[src/rtl/sprite_move_sched_pkg.sv]
// sprite_move_sched_pkg: shared screen defaults, direction codes and FSM encoding for the sprite scheduler.
package sprite_move_sched_pkg;
  localparam int H_SIZE_DEF = 640;
  localparam int V_SIZE_DEF = 480;
  localparam logic DIR_POS = 1'b0;
  localparam logic DIR_NEG = 1'b1;
  typedef enum logic {IDLE = 1'b0, SWEEP = 1'b1} state_e;
  function automatic int clog2_min1(input int n);
    return n > 1 ? $clog2(n) : 1;
  endfunction
endpackage

[src/rtl/sprite_move_sched_bounce_axis.sv]
// sprite_move_sched_bounce_axis: one-axis bounce step, combinational, evaluated one bit wider than the position.
module sprite_move_sched_bounce_axis
  import sprite_move_sched_pkg::*;
#(
  parameter int W     = 10,
  parameter int LIMIT = 540,
  parameter int STEP  = 1
) (
  input  logic [W-1:0] pos_i,
  input  logic         dir_i,
  output logic [W-1:0] npos_o,
  output logic         ndir_o
);
  logic [W:0] ext, lim, stp, sum, dif, nxt;
  logic       fwd, hit;
  always_comb begin
    ext    = {1'b0, pos_i};
    lim    = (W+1)'(LIMIT);
    stp    = (W+1)'(STEP);
    sum    = ext + stp;
    dif    = ext - stp;
    fwd    = dir_i == DIR_POS;
    hit    = fwd ? (sum >= lim) : (ext <= stp);
    nxt    = hit ? (fwd ? lim : '0) : (fwd ? sum : dif);
    npos_o = W'(nxt);
    ndir_o = hit ? (fwd ? DIR_NEG : DIR_POS) : dir_i;
  end
endmodule

[src/rtl/sprite_move_sched.sv]
// sprite_move_sched: divides scan-derived frame ends and sweeps one shared bounce datapath across all sprites, one per clock.
module sprite_move_sched
  import sprite_move_sched_pkg::*;
#(
  parameter int NUM_SPR   = 4,
  parameter int H_SIZE    = H_SIZE_DEF,
  parameter int V_SIZE    = V_SIZE_DEF,
  parameter int PIC_H     = 100,
  parameter int PIC_V     = 100,
  parameter int STEP      = 1,
  parameter int FRAME_DIV = 1,
  localparam int XW = $clog2(H_SIZE),
  localparam int YW = $clog2(V_SIZE),
  localparam int IW = clog2_min1(NUM_SPR)
) (
  input  logic                  clk,
  input  logic                  rst_n,
  input  logic                  enable_i,
  input  logic [XW-1:0]         h_addr_i,
  input  logic [YW-1:0]         v_addr_i,
  input  logic                  cfg_we_i,
  input  logic [IW-1:0]         cfg_idx_i,
  input  logic [XW-1:0]         cfg_x_i,
  input  logic [YW-1:0]         cfg_y_i,
  input  logic                  cfg_dx_i,
  input  logic                  cfg_dy_i,
  output logic                  cfg_ready_o,
  output logic [NUM_SPR*XW-1:0] pos_x_o,
  output logic [NUM_SPR*YW-1:0] pos_y_o,
  output logic                  busy_o,
  output logic                  upd_done_o,
  output logic                  overrun_o
);
  localparam int XMAX = H_SIZE - PIC_H;
  localparam int YMAX = V_SIZE - PIC_V;
  localparam int DW   = clog2_min1(FRAME_DIV);
  state_e               state_q;
  logic [IW-1:0]        idx_q;
  logic [DW-1:0]        div_q;
  logic [XW-1:0]        px_q [NUM_SPR];
  logic [YW-1:0]        py_q [NUM_SPR];
  logic [NUM_SPR-1:0]   dx_q, dy_q;
  logic                 busy_q, done_q, ovr_q;
  logic                 frame_end, tick, due, cfg_ok, last;
  logic [XW-1:0]        cfg_xc, nx;
  logic [YW-1:0]        cfg_yc, ny;
  logic                 ndx, ndy;
  assign frame_end   = (h_addr_i == XW'(H_SIZE-1)) && (v_addr_i == YW'(V_SIZE-1));
  assign tick        = frame_end && enable_i;
  assign due         = tick && (div_q == DW'(FRAME_DIV-1));
  assign cfg_ready_o = state_q == IDLE;
  assign cfg_ok      = cfg_we_i && cfg_ready_o;
  assign cfg_xc      = (cfg_x_i > XW'(XMAX)) ? XW'(XMAX) : cfg_x_i;
  assign cfg_yc      = (cfg_y_i > YW'(YMAX)) ? YW'(YMAX) : cfg_y_i;
  assign last        = idx_q == IW'(NUM_SPR-1);
  assign busy_o      = busy_q;
  assign upd_done_o  = done_q;
  assign overrun_o   = ovr_q;
  sprite_move_sched_bounce_axis #(.W(XW), .LIMIT(XMAX), .STEP(STEP)) u_x (
    .pos_i(px_q[idx_q]), .dir_i(dx_q[idx_q]), .npos_o(nx), .ndir_o(ndx)
  );
  sprite_move_sched_bounce_axis #(.W(YW), .LIMIT(YMAX), .STEP(STEP)) u_y (
    .pos_i(py_q[idx_q]), .dir_i(dy_q[idx_q]), .npos_o(ny), .ndir_o(ndy)
  );
  for (genvar i = 0; i < NUM_SPR; i++) begin : g_pack
    assign pos_x_o[i*XW +: XW] = px_q[i];
    assign pos_y_o[i*YW +: YW] = py_q[i];
  end
  // Config writes only land in IDLE, so they never collide with the sweep write port.
  always_ff @(posedge clk or negedge rst_n) begin
    if (!rst_n) begin
      state_q <= IDLE;
      idx_q   <= '0;
      div_q   <= '0;
      busy_q  <= 1'b0;
      done_q  <= 1'b0;
      ovr_q   <= 1'b0;
      dx_q    <= '0;
      dy_q    <= '0;
      for (int i = 0; i < NUM_SPR; i++) begin
        px_q[i] <= '0;
        py_q[i] <= '0;
      end
    end else begin
      done_q <= 1'b0;
      if (tick) div_q <= due ? '0 : div_q + 1'b1;
      if (cfg_ok) begin
        px_q[cfg_idx_i] <= cfg_xc;
        py_q[cfg_idx_i] <= cfg_yc;
        dx_q[cfg_idx_i] <= cfg_dx_i;
        dy_q[cfg_idx_i] <= cfg_dy_i;
      end
      if (state_q == IDLE) begin
        if (due) begin
          state_q <= SWEEP;
          idx_q   <= '0;
          busy_q  <= 1'b1;
        end
      end else begin
        px_q[idx_q] <= nx;
        py_q[idx_q] <= ny;
        dx_q[idx_q] <= ndx;
        dy_q[idx_q] <= ndy;
        idx_q       <= idx_q + 1'b1;
        if (due) ovr_q <= 1'b1;
        if (last) begin
          state_q <= IDLE;
          busy_q  <= 1'b0;
          done_q  <= 1'b1;
        end
      end
    end
  end
endmodule

[config.mk]
export PLATFORM = sky130hd
export DESIGN_NAME = sprite_move_sched
export DESIGN_NICKNAME = d
export VERILOG_FILES = /design/src/rtl/sprite_move_sched_pkg.sv /design/src/rtl/sprite_move_sched_bounce_axis.sv /design/src/rtl/sprite_move_sched.sv
export SDC_FILE = /design/constraint.sdc
export NUM_CORES = 1
export LEC_CHECK = 0
export CORE_MARGIN = 3
export CORE_UTILIZATION = 48
export CTS_BUF_LIST = sky130_fd_sc_hd__clkbuf_4
export CTS_CLUSTER_DIAMETER = 40
export DETAILED_ROUTE_END_ITERATION = 8
export GPL_TIMING_DRIVEN = 1
export PLACE_DENSITY = 0.79
export SLEW_MARGIN = 30
export SYNTH_ARGS = -nofsm -noshare
export SYNTH_HDL_FRONTEND = slang
export SYNTH_SLANG_ARGS = --single-unit
[constraint.sdc]
create_clock -name clk -period 2.8 [get_ports clk]
set_input_delay 0.84 -clock clk [delete_from_list [all_inputs] [get_ports clk]]
set_output_delay 0.84 -clock clk [all_outputs]
set_load 0.01 [all_outputs]
==> After elaboration in Yosys (flattened, before gate mapping) <==
Index checks and enable logic that the tools add are counted.
{ "classes": {"shift": 0, "n_mux": 63, "reduce_logical": 11, "eq_ne": 4, "n_lt_le_gt_ge": 14, "bitwise_logic": 4, "div": 0, "multipliers": 0, "add_sub_neg": 6} }
{ "op_table": {"columns": ["cell", "count"], "rows": [
  ["bitwise mux 40 bit", 2],
  ["two-way mux 10 bit", 8],
  ["two-way mux 40 bit", 2],
  ["bitwise mux 36 bit", 2],
  ["two-way mux 36 bit", 2],
  ["two-way mux 9 bit", 8],
  ["demux 10 bit (select 2 bit)", 2],
  ["demux 9 bit (select 2 bit)", 2],
  ["binary-select mux 10 bit (select 2 bit)", 1],
  ["two-way mux 1 bit", 19],
  ["binary-select mux 9 bit (select 2 bit)", 1],
  ["bitwise mux 4 bit", 4],
  ["two-way mux 4 bit", 4],
  ["adder 10 x 1 -> 11 bit, second input constant", 1],
  ["greater-or-equal comparator 11 x 10 -> 1 bit, second input constant", 1],
  ["adder 9 x 1 -> 10 bit, second input constant", 1],
  ["equality test 10 bit, second input constant", 1],
  ["greater-or-equal comparator 10 x 9 -> 1 bit, second input constant", 1],
  ["> comparator 10 bit, second input constant", 1],
  ["<= comparator 10 x 1 -> 1 bit, second input constant", 1],
  ["subtractor 10 x 1 -> 10 bit, second input constant", 1],
  ["equality test 9 bit, second input constant", 1],
  ["> comparator 9 bit, second input constant", 1],
  ["<= comparator 9 x 1 -> 1 bit, second input constant", 1],
  ["other kinds (17)", 34]
]} }
{ "totals": {"word_cells": 118, "mem_count": 0, "inputBits": 46, "mem_bits_ro": 0, "register_bits": 91, "latchBits": 0, "out_inout_bits": 80, "mem_bits_rw": 0} }

==> Logic depth before layout (Yosys ltp) <==
Gate-level depths: netlist of the first run.
{ "depth": {"ltp_word": 10, "depth_mapped": 11, "depth_no_buf": 9} }

==> By module <==
A second synthesis of the first run with hierarchy kept.
{ "unflattened": {"cells_unflattened": 691, "hier_area_um2": 6127.1} }
{ "by_module_without_submodules": {"columns": ["module", "cells_each", "n_inst", "area_per_inst_um2", "seq_area_each_um2"], "rows": [
  ["sprite_move_sched", 528, 1, 4927.2, 2277.2],
  ["sprite_move_sched_bounce_axis at u_x", 83, 1, 619.3, 0.0],
  ["sprite_move_sched_bounce_axis at u_y", 80, 1, 580.6, 0.0]
]} }

==> Worst setup path after synthesis of the first run <==
OpenSTA, ideal clock, no wires.
{ "synth_timing": {"path_type": "register to register", "startpoint": "register idx_q[0]", "endpoint": "register px_q (netlist bit pos_x_o[34])", "n_path_buf": 2, "path_stages_with_launch": 11, "t_arrival_ns": 2.883, "t_required_ns": 2.668, "path_slack_ns": -0.215, "synth_period_minus_slack_ns": 3.015, "cell_sequence": "dfrtp_1 buf_6 buf_2 mux4_2 ha_1 or4b_1 o31a_1 o21ai_1 a311o_2 a21boi_2 o21ai_1"} }
{ "synth_via": {"elab_chain_len": 10, "word_cells_on_any_way": 21, "cone_classes": "add/sub: 2; order compare: 4; mux: 13; bitwise: 1; reduce/logical: 1"} }
{ "synth_rtl": {"columns": ["element", "line_no", "source"], "rows": [
  ["start, declared", "sprite_move_sched.sv:38", "logic [IW-1:0] idx_q;"],
  ["start signal, assigned", "sprite_move_sched.sv:104", "idx_q <= idx_q + 1'b1;"],
  ["NOT 2 -> 3 bit (implied by the code)", "sprite_move_sched.sv:60, sprite_move_sched.sv:100", null],
  ["binary-select mux 10 bit (select 2 bit)", "sprite_move_sched.sv:60", ".pos_i(px_q[idx_q]), .dir_i(dx_q[idx_q]), .npos_o(nx), .ndir_o(ndx)"],
  ["two-way mux 10 bit (implied by the code) (2 in series)", "sprite_move_sched.sv:60", null],
  ["adder 10 x 1 -> 11 bit", "sprite_move_sched_bounce_axis.sv:20", "sum = ext + stp;"],
  ["greater-or-equal comparator 11 x 10 -> 1 bit", "sprite_move_sched_bounce_axis.sv:23", "hit = fwd ? (sum >= lim) : (ext <= stp);"],
  ["two-way mux 1 bit", "sprite_move_sched_bounce_axis.sv:23", null],
  ["two-way mux 10 bit", "sprite_move_sched_bounce_axis.sv:24", "nxt = hit ? (fwd ? lim : '0) : (fwd ? sum : dif);"],
  ["bitwise mux 40 bit (*)", "sprite_move_sched.sv:100", "px_q[idx_q] <= nx;"],
  ["two-way mux 40 bit (*)", "sprite_move_sched.sv:93", "if (state_q == IDLE) begin"],
  ["end signal, assigned by index", "sprite_move_sched.sv:88", "px_q[cfg_idx_i] <= cfg_xc;"],
  ["end signal, assigned by index", "sprite_move_sched.sv:100", null],
  ["end, declared", "sprite_move_sched.sv:40", "logic [XW-1:0] px_q [NUM_SPR];"]
]} }
Mark *: on every way between the ends. The rest lies on a longest branch, timed or not. The select of a mux whose other input is x is not followed.
A chain may end at the register's enable or synchronous reset.

==> Worst setup path in the final report of the first run <==
{ "layout_timing": {"startpoint": "register idx_q[0]", "endpoint": "register px_q (netlist bit pos_x_o[2])"} }
Same word-level chain as after synthesis.

==> results.sh, run 1 <==
export IMPL_slew_viol_final=0
export IMPL_synth_top_cells_by_area="dfrtp_1 38%, mux4_2 8.0%, a211oi_1 5.6%, nor2_1 5.1%, nand2_1 4.7%"
export IMPL_clock_sinks=91
export IMPL_core_region_area_um2=11760
export IMPL_dpl_worst_slack_ns=-0.1163
export IMPL_io_buffers=125
export IMPL_synth_area_um2=5939
export IMPL_setup_violations=84
export IMPL_top_layer_used="met4"
export IMPL_ys_dominant_reg_cell="dfrtp_1"
export IMPL_multi_input_area_um2=3711
export IMPL_h_tree_depth=3
export IMPL_synth_seq_cells=91
export IMPL_routed_wl_mm=21.23
export IMPL_synth_edf_count=0
export IMPL_power_leakage_uw=0.003497
export IMPL_crit_family="simple AND/OR/NAND/NOR gates"
export IMPL_die_h_um=117.2
export IMPL_design_area_um2=8448
export IMPL_synth_cell_type_count=60
export IMPL_initial_core_util_pct=50.51
export IMPL_yosysMostFrequentCell="dfrtp_1"
export IMPL_dieArea_um2=13740
export IMPL_syn_inst=659
export IMPL_fin_hold_ws_ns=0.3291
export IMPL_dp_hpwl_mm=14.98
export IMPL_wl_met1_mm=8.288
export IMPL_vias_per_cell=6.334
export IMPL_hp_class="in -> async"
export IMPL_gp_congestion=0.9778
export IMPL_drtPass1Iterations=7
export IMPL_tritoncts="done"
export IMPL_ys_top_cells_by_count="91 x dfrtp_1, 81 x nor2_1, 75 x nand2_1"
export IMPL_rsz0062_at_grt="true"
export IMPL_endpoint_kind="flop"
export IMPL_critPathMaxStageDelay_ns=0.54
export IMPL_cp_required_ns=3.14
export IMPL_syn_num_nets=715
export IMPL_grt_antenna_before_repair=0
export IMPL_yosys_warnings=0
export IMPL_clk_path_buf_depth=2
export IMPL_avgSynthCellArea_um2=9.013
export IMPL_n_antenna_cell=0
export IMPL_powerDensity_nw_per_um2=537.4
export IMPL_fin_util_pct=71.84
export IMPL_fin_crit_sh_pct=106.2
export IMPL_worst_pin_slew_ns=0.8510
export IMPL_n_fill_cell=873
export IMPL_area_delta_synth_final_pct=42.24
export IMPL_clk_pin_slew_worst_paths_ns=0.16
export IMPL_status="finished with violations"
export IMPL_wl_per_cell_um=21.10
export IMPL_finalPower_uw=4540
export IMPL_critical_path_cell_chain="buf_6 -> clkbuf_16 -> mux4_2 -> or3_4 -> or3_4 -> or3_4 -> buf_12 -> a21boi_4 -> o21ai_1"
export IMPL_critPathSlowestCell="mux4_2"
export IMPL_grt_pass1_wl_mm=32.31
export IMPL_hold_violations=0
export IMPL_nNetsFinal=894
export IMPL_ys_seq_area_share_pct=38.34
export IMPL_grt_pass1_vias=6204
export IMPL_seq_area_um2=2278
export IMPL_yosysTopAreaCellShare_pct=38.34
export IMPL_fin_crit_ns=2.973
export IMPL_irDropWorstVdd_v=0.0002948
export IMPL_dr_wl_met3_mm=2.426
export IMPL_clkLatencyLatePin_ns=0.47
export IMPL_cts_buffers=9
export IMPL_crit_fanout=7
export IMPL_grtUsageTotal_pct=30.73
export IMPL_clockRootBuffer="clkbuf_4"
export IMPL_worst_slew_margin_rel_pct=42.52
export IMPL_drtAntennaViolNets=0
export IMPL_synthArstFlopShare_pct=100.0
export IMPL_cpMostUsedCell="or3_4"
export IMPL_grt_start_max_net_pins=40
export IMPL_start_kind="flop"
export IMPL_die_x_um=117.2
export IMPL_grt_overflow_total=0
export IMPL_finalWorstSetupSlack_ns=-0.1734
export IMPL_drc=0
export IMPL_drtIter0Drc=830
export IMPL_met2_length_mm=9.879
export IMPL_critical_path_buf_inv_count=3
export IMPL_max_freq_ghz=0.3363
export IMPL_dpl_cell_area_um2=7830
export IMPL_fp_row_count=39
export IMPL_drive_gt1_share_pct=23.75
export IMPL_fin_skew_ns=0.01397
export IMPL_top_level_ports=126
export IMPL_maxCapViolCount=0
export IMPL_violations="negative setup slack"
export IMPL_yosysTopAreaCell="dfrtp_1"
export IMPL_num_vias=6372
export IMPL_path_class="reg -> reg"
export IMPL_cp_arrival_ns=3.32
-- routing by layer --
layer | GRT usage [%] | vias to the layer above
met3 | 7.712 | 77
met5 | 0 | -
met1 | 42.02 | 3055
met2 | 47.25 | 462
met4 | 11.70 | 0
li1 | - | 2778
-- area by class of cell --
| type | instances | share of cell area, % |
|---|---|---|
| Clock buffer | 10 | 0.8886 |
| Inverter | 12 | 0.5332 |
| Tap cell | 164 | 2.429 |
| Timing Repair Buffer | 217 | 24.60 |
| Clock inverter | 5 | 0.6517 |
| Multi-Input combinational cell | 507 | 43.93 |
| Sequential cell | 91 | 26.97 |
-- per-stage QoR --
step,instances,TNS [ns]
3_3_place_gp,973,-0.9572
3_5_place_dp,973,-3.744
5_1_grt,1006,-15.05
4_1_cts,995,-2.850
2_1_floorplan,659,-0.1260
6_report,1006,-7.894
-- logic make-up (layout without fill, tap and decap cells) --
group           Yosys count  count (layout)  share of synthesized area, %
mux                      43              43                         11.86
fa+ha+maj                10              10                         2.107
compound gates          193             194                         21.42
xor+xnor                 21              21                         3.097
flops                    91              91                         38.34
buf+inv                  62             244                         4.614
simple gates            239             239                         18.56
-- power by group --
group | internal [uW] | switching, uW | leakage, uW | total (uW)
Combinational | 1070 | 1020 | 0.00231 | 2090
Clock | 275 | 486 | 0.0000699 | 761
Sequential | 1510 | 187 | 0.00112 | 1690
Total | 2850 | 1690 | 0.00350 | 4540
-- state kept, by name (all words and copies together), names as in the netlist --
register and cells:
busy_o 1, div_q 1, dx_q 4, dy_q 4
idx_q 2, overrun_o 1, pos_x_o 40, pos_y_o 36
state_q 1, upd_done_o 1
-- path summary, 6_finish.rpt --
| path | cells past startpoint | end | from | slack (ns) |
|---|---|---|---|---|
| max | 9 | pos_x_o[2] | idx_q[0] | -0.17 |
| min | 1 | pos_x_o[14] | rst_n | 0.33 |
| max reg2reg | 9 | pos_x_o[2] | idx_q[0] | -0.17 |
| min reg2reg | 1 | overrun_o | overrun_o | 0.49 |
| max in group asynchronous | 2 | pos_y_o[2] | rst_n | 1.79 |
| min in group clk | 1 | overrun_o | overrun_o | 0.49 |
-- cell usage in the layout (no fill, tap or decap), types with 3 or more instances in the layout --
master / instances
o211ai_1: 7
inv_1: 10
xor2_1: 14
mux2_2: 8
a31oi_4: 3
nand3_1: 11
a21oi_2: 10
nand2b_1: 9
xnor2_1: 7
and2_1: 5
o22ai_1: 8
nor3_2: 3
buf_6: 7
nor2_1: 77
clkdlybuf4s50_1: 124
nor2_2: 3
nand4_1: 6
mux2i_1: 12
o21ai_1: 19
nand2_1: 74
a211oi_1: 44
buf_12: 7
nand4b_1: 5
o21ai_0: 12
ha_1: 8
o21ai_2: 3
dfrtp_1: 90
nor4_1: 3
or3_4: 6
buf_4: 77
clkbuf_4: 10
a21oi_1: 46
nand3_2: 4
nor3_1: 9
a21boi_4: 3
and3_1: 8
a31oi_1: 13
mux4_2: 21
-- what timing repair did --
item,4_1_cts,5_1_grt
resized for setup,20,46
endpoints found under the hold margin,0,0
buffers inserted,6,14
hold buffers,0,0
pin swaps,10,29
cloned,1,1
setup endpoints to repair,76,84
No activity file was read; power rests on OpenSTA's default activity.
==> inputs of run 2 (changes only) <==
--- a/config.mk
+++ b/config.mk
@@ -5,6 +5,7 @@
 export SDC_FILE = /design/constraint.sdc
 export NUM_CORES = 1
 export LEC_CHECK = 0
+export CORE_ASPECT_RATIO = 0.5
 export CORE_MARGIN = 3
 export CORE_UTILIZATION = 48
 export CTS_BUF_LIST = sky130_fd_sc_hd__clkbuf_4
==> run 2 against run 1 <==
The flow still finishes with violations (negative setup slack). Register-to-register slack improved by 0.04 ns. Critical path depth grew 3. First-iteration DRC count fell by 17%. Clock skew is 0.0013 ns lower. Final area up 2.5%. Critical endpoint is now pos_y_o[23].
==> results.sh, run 2 (synthesis results as in run 1) <==
export IMPL_status="finished with violations"
export IMPL_violations="negative setup slack"
export IMPL_fin_util_pct=72.47
export IMPL_cts_buffers=9
export IMPL_p_seq_share_pct=36.6
export IMPL_maxCapViolCount=0
export IMPL_hold_violations=0
export IMPL_grt_pass1_wl_mm=31.73
export IMPL_routed_wl_mm=21.07
export IMPL_grt_pass1_vias=6017
export IMPL_use_met2_pct=47.26
export IMPL_clk_path_buf_depth=2
export IMPL_setup_tns_ns=-5.878
export IMPL_die_x_um=163.3
export IMPL_h_tree_depth=3
export IMPL_dieArea_um2=13830
export IMPL_drc=0
export IMPL_io_buffers=125
export IMPL_fp_row_count=28
export IMPL_vias_per_cell=6.239
export IMPL_worst_pin_slew_ns=0.8156
export IMPL_grtUsageTotal_pct=29.01
export IMPL_max_freq_ghz=0.3407
export IMPL_clock_sinks=91
export IMPL_gr_usage_met3_pct=7.048
export IMPL_postCtsHoldBufs=0
export IMPL_clockRootBuffer="clkbuf_4"
export IMPL_finalWorstSetupSlack_ns=-0.1355
export IMPL_core_region_area_um2=11950
export IMPL_power_leakage_uw=0.003560
export IMPL_tritoncts="done"
export IMPL_gp_congestion=0.9152
export IMPL_die_h_um=84.66
export IMPL_path_class="reg -> reg"
export IMPL_n_antenna_cell=0
export IMPL_grt_overflow_total=0
export IMPL_grt_start_max_net_pins=42
export IMPL_grt_busiest_layer="met2"
export IMPL_fin_skew_ns=0.01262
export IMPL_grt_antenna_before_repair=0
export IMPL_drive_gt1_share_pct=26.94
export IMPL_largest_reg_flops=40
export IMPL_reg2reg_depth=12
export IMPL_num_vias=6333
export IMPL_clkLatencyLatePin_ns=0.47
export IMPL_wl_per_cell_um=20.76
export IMPL_top_level_ports=126
export IMPL_r2r_start="idx_q[0]"
export IMPL_grtUsageMet1_pct=38.64
export IMPL_initial_core_util_pct=49.72
export IMPL_area_delta_synth_final_pct=45.76
export IMPL_nNetsFinal=903
export IMPL_worst_slew_margin_rel_pct=45.63
export IMPL_cp_arrival_ns=3.33
export IMPL_hp_class="in -> async"
export IMPL_drtIter0Drc=688
export IMPL_swShare_pct=37.07
export IMPL_fin_crit_ns=2.936
export IMPL_crit_start="idx_q[0]"
export IMPL_final_common_cell="clkdlybuf4s50_1"
export IMPL_slew_viol_final=0
export IMPL_most_common_layout_cells="124 x clkdlybuf4s50_1, 90 x dfrtp_1, 84 x buf_4, 79 x nor2_1, 74 x nand2_1"
export IMPL_dp_hpwl_mm=14.34
export IMPL_crit_fanout=10
export IMPL_start_kind="flop"
export IMPL_p_int_uw=2893
export IMPL_powerDensity_nw_per_um2=531.1
export IMPL_clkPwrFrac_pct=15.2
export IMPL_endpoint_kind="flop"
export IMPL_netSwitchingPower_uw=1705
export IMPL_comb_power_share_pct=48.3
export IMPL_setup_violations=73
export IMPL_clk_pin_slew_worst_paths_ns=0.14
export IMPL_irDropWorstVdd_v=0.0002558
export IMPL_fin_crit_sh_pct=104.8
export IMPL_rsz0062_at_grt="true"
export IMPL_cp_required_ns=3.19
export IMPL_drtAntennaViolNets=0
export IMPL_drtPass1Iterations=5
run 2: cell types whose count changed in the layout (fill, tap and decap cells not counted), sizes merged:
cell      before  now
buf           92  101
clkbuf        11   10
clkinv         4    5
clkinvlp       1    0
run 2: worst max-delay path, cell delays in order, from the launching register on:
cell     delay (ns)
dfrtp_2        0.45
buf_6          0.13
buf_8          0.14
mux4_2         0.56
buf_6          0.14
buf_4          0.15
nand3_1        0.09
nor2_1         0.07
xor2_1         0.24
a41oi_2        0.22
or2_4          0.35
buf_12         0.16
a31oi_1        0.17
run 2: area by class of cell:
| cell class | count | area [um^2] |
|---|---|---|
| clock buffers | 9 | 67.56 |
| clock inverters | 5 | 46.29 |
| fillers | 822 | 3289 |
| inverters | 12 | 45.04 |
| multi-input cells | 507 | 3847 |
| flip-flops and latches | 91 | 2278 |
| well taps | 165 | 206.4 |
| repair buffers | 226 | 2166 |
run 2: layer usage:
metal / up-vias / wire [um]
li1: 2794 / -
met1: 3121 / 8455
met2: 358 / 10200
met3: 60 / 1949
met4: 0 / 471
met5: - / 0
run 2: final timing paths:
path                                to  slack, ns
max                        pos_y_o[23]      -0.14
min in group clk             overrun_o       0.48
min reg2reg                  overrun_o       0.48
max reg2reg                pos_y_o[23]      -0.14
max in group asynchronous   pos_y_o[4]       1.85
min                        pos_x_o[11]       0.27
run 2: repair_timing:
action | in CTS | in global routing
gates resized for setup | 24 | 76
pin swaps | 12 | 44
setup buffers | 5 | 17
gates cloned | 2 | 1
setup endpoints to repair | 62 | 84
run 2: power groups by stage:
stage / Sequential, uW / Clock [uW] / Combinational [uW]
floorplan: 1730 / 0 / 888
global placement: 1700 / 0 / 1790
detailed placement: 1700 / 0 / 1830
CTS: 1670 / 692 / 1900
global route: 1700 / 749 / 2360
finish: 1680 / 697 / 2220
run 2: per-stage QoR:
stage / total power, uW / std cells / hold slack, ns / setup WS [ns] / instance area (um^2)
detailed placement: 3528 / 977 / 0.4475 / -0.1231 / 7865
CTS: 4267 / 998 / 0.2701 / -0.07614 / 8179
global placement: 3489 / 977 / 0.4427 / -0.05945 / 7864
finish: 4598 / 1015 / 0.2672 / -0.1355 / 8657
global route: 4808 / 1015 / 0.2611 / -0.2415 / 8657
floorplan: 2623 / 659 / 0.4543 / -0.01102 / 5983
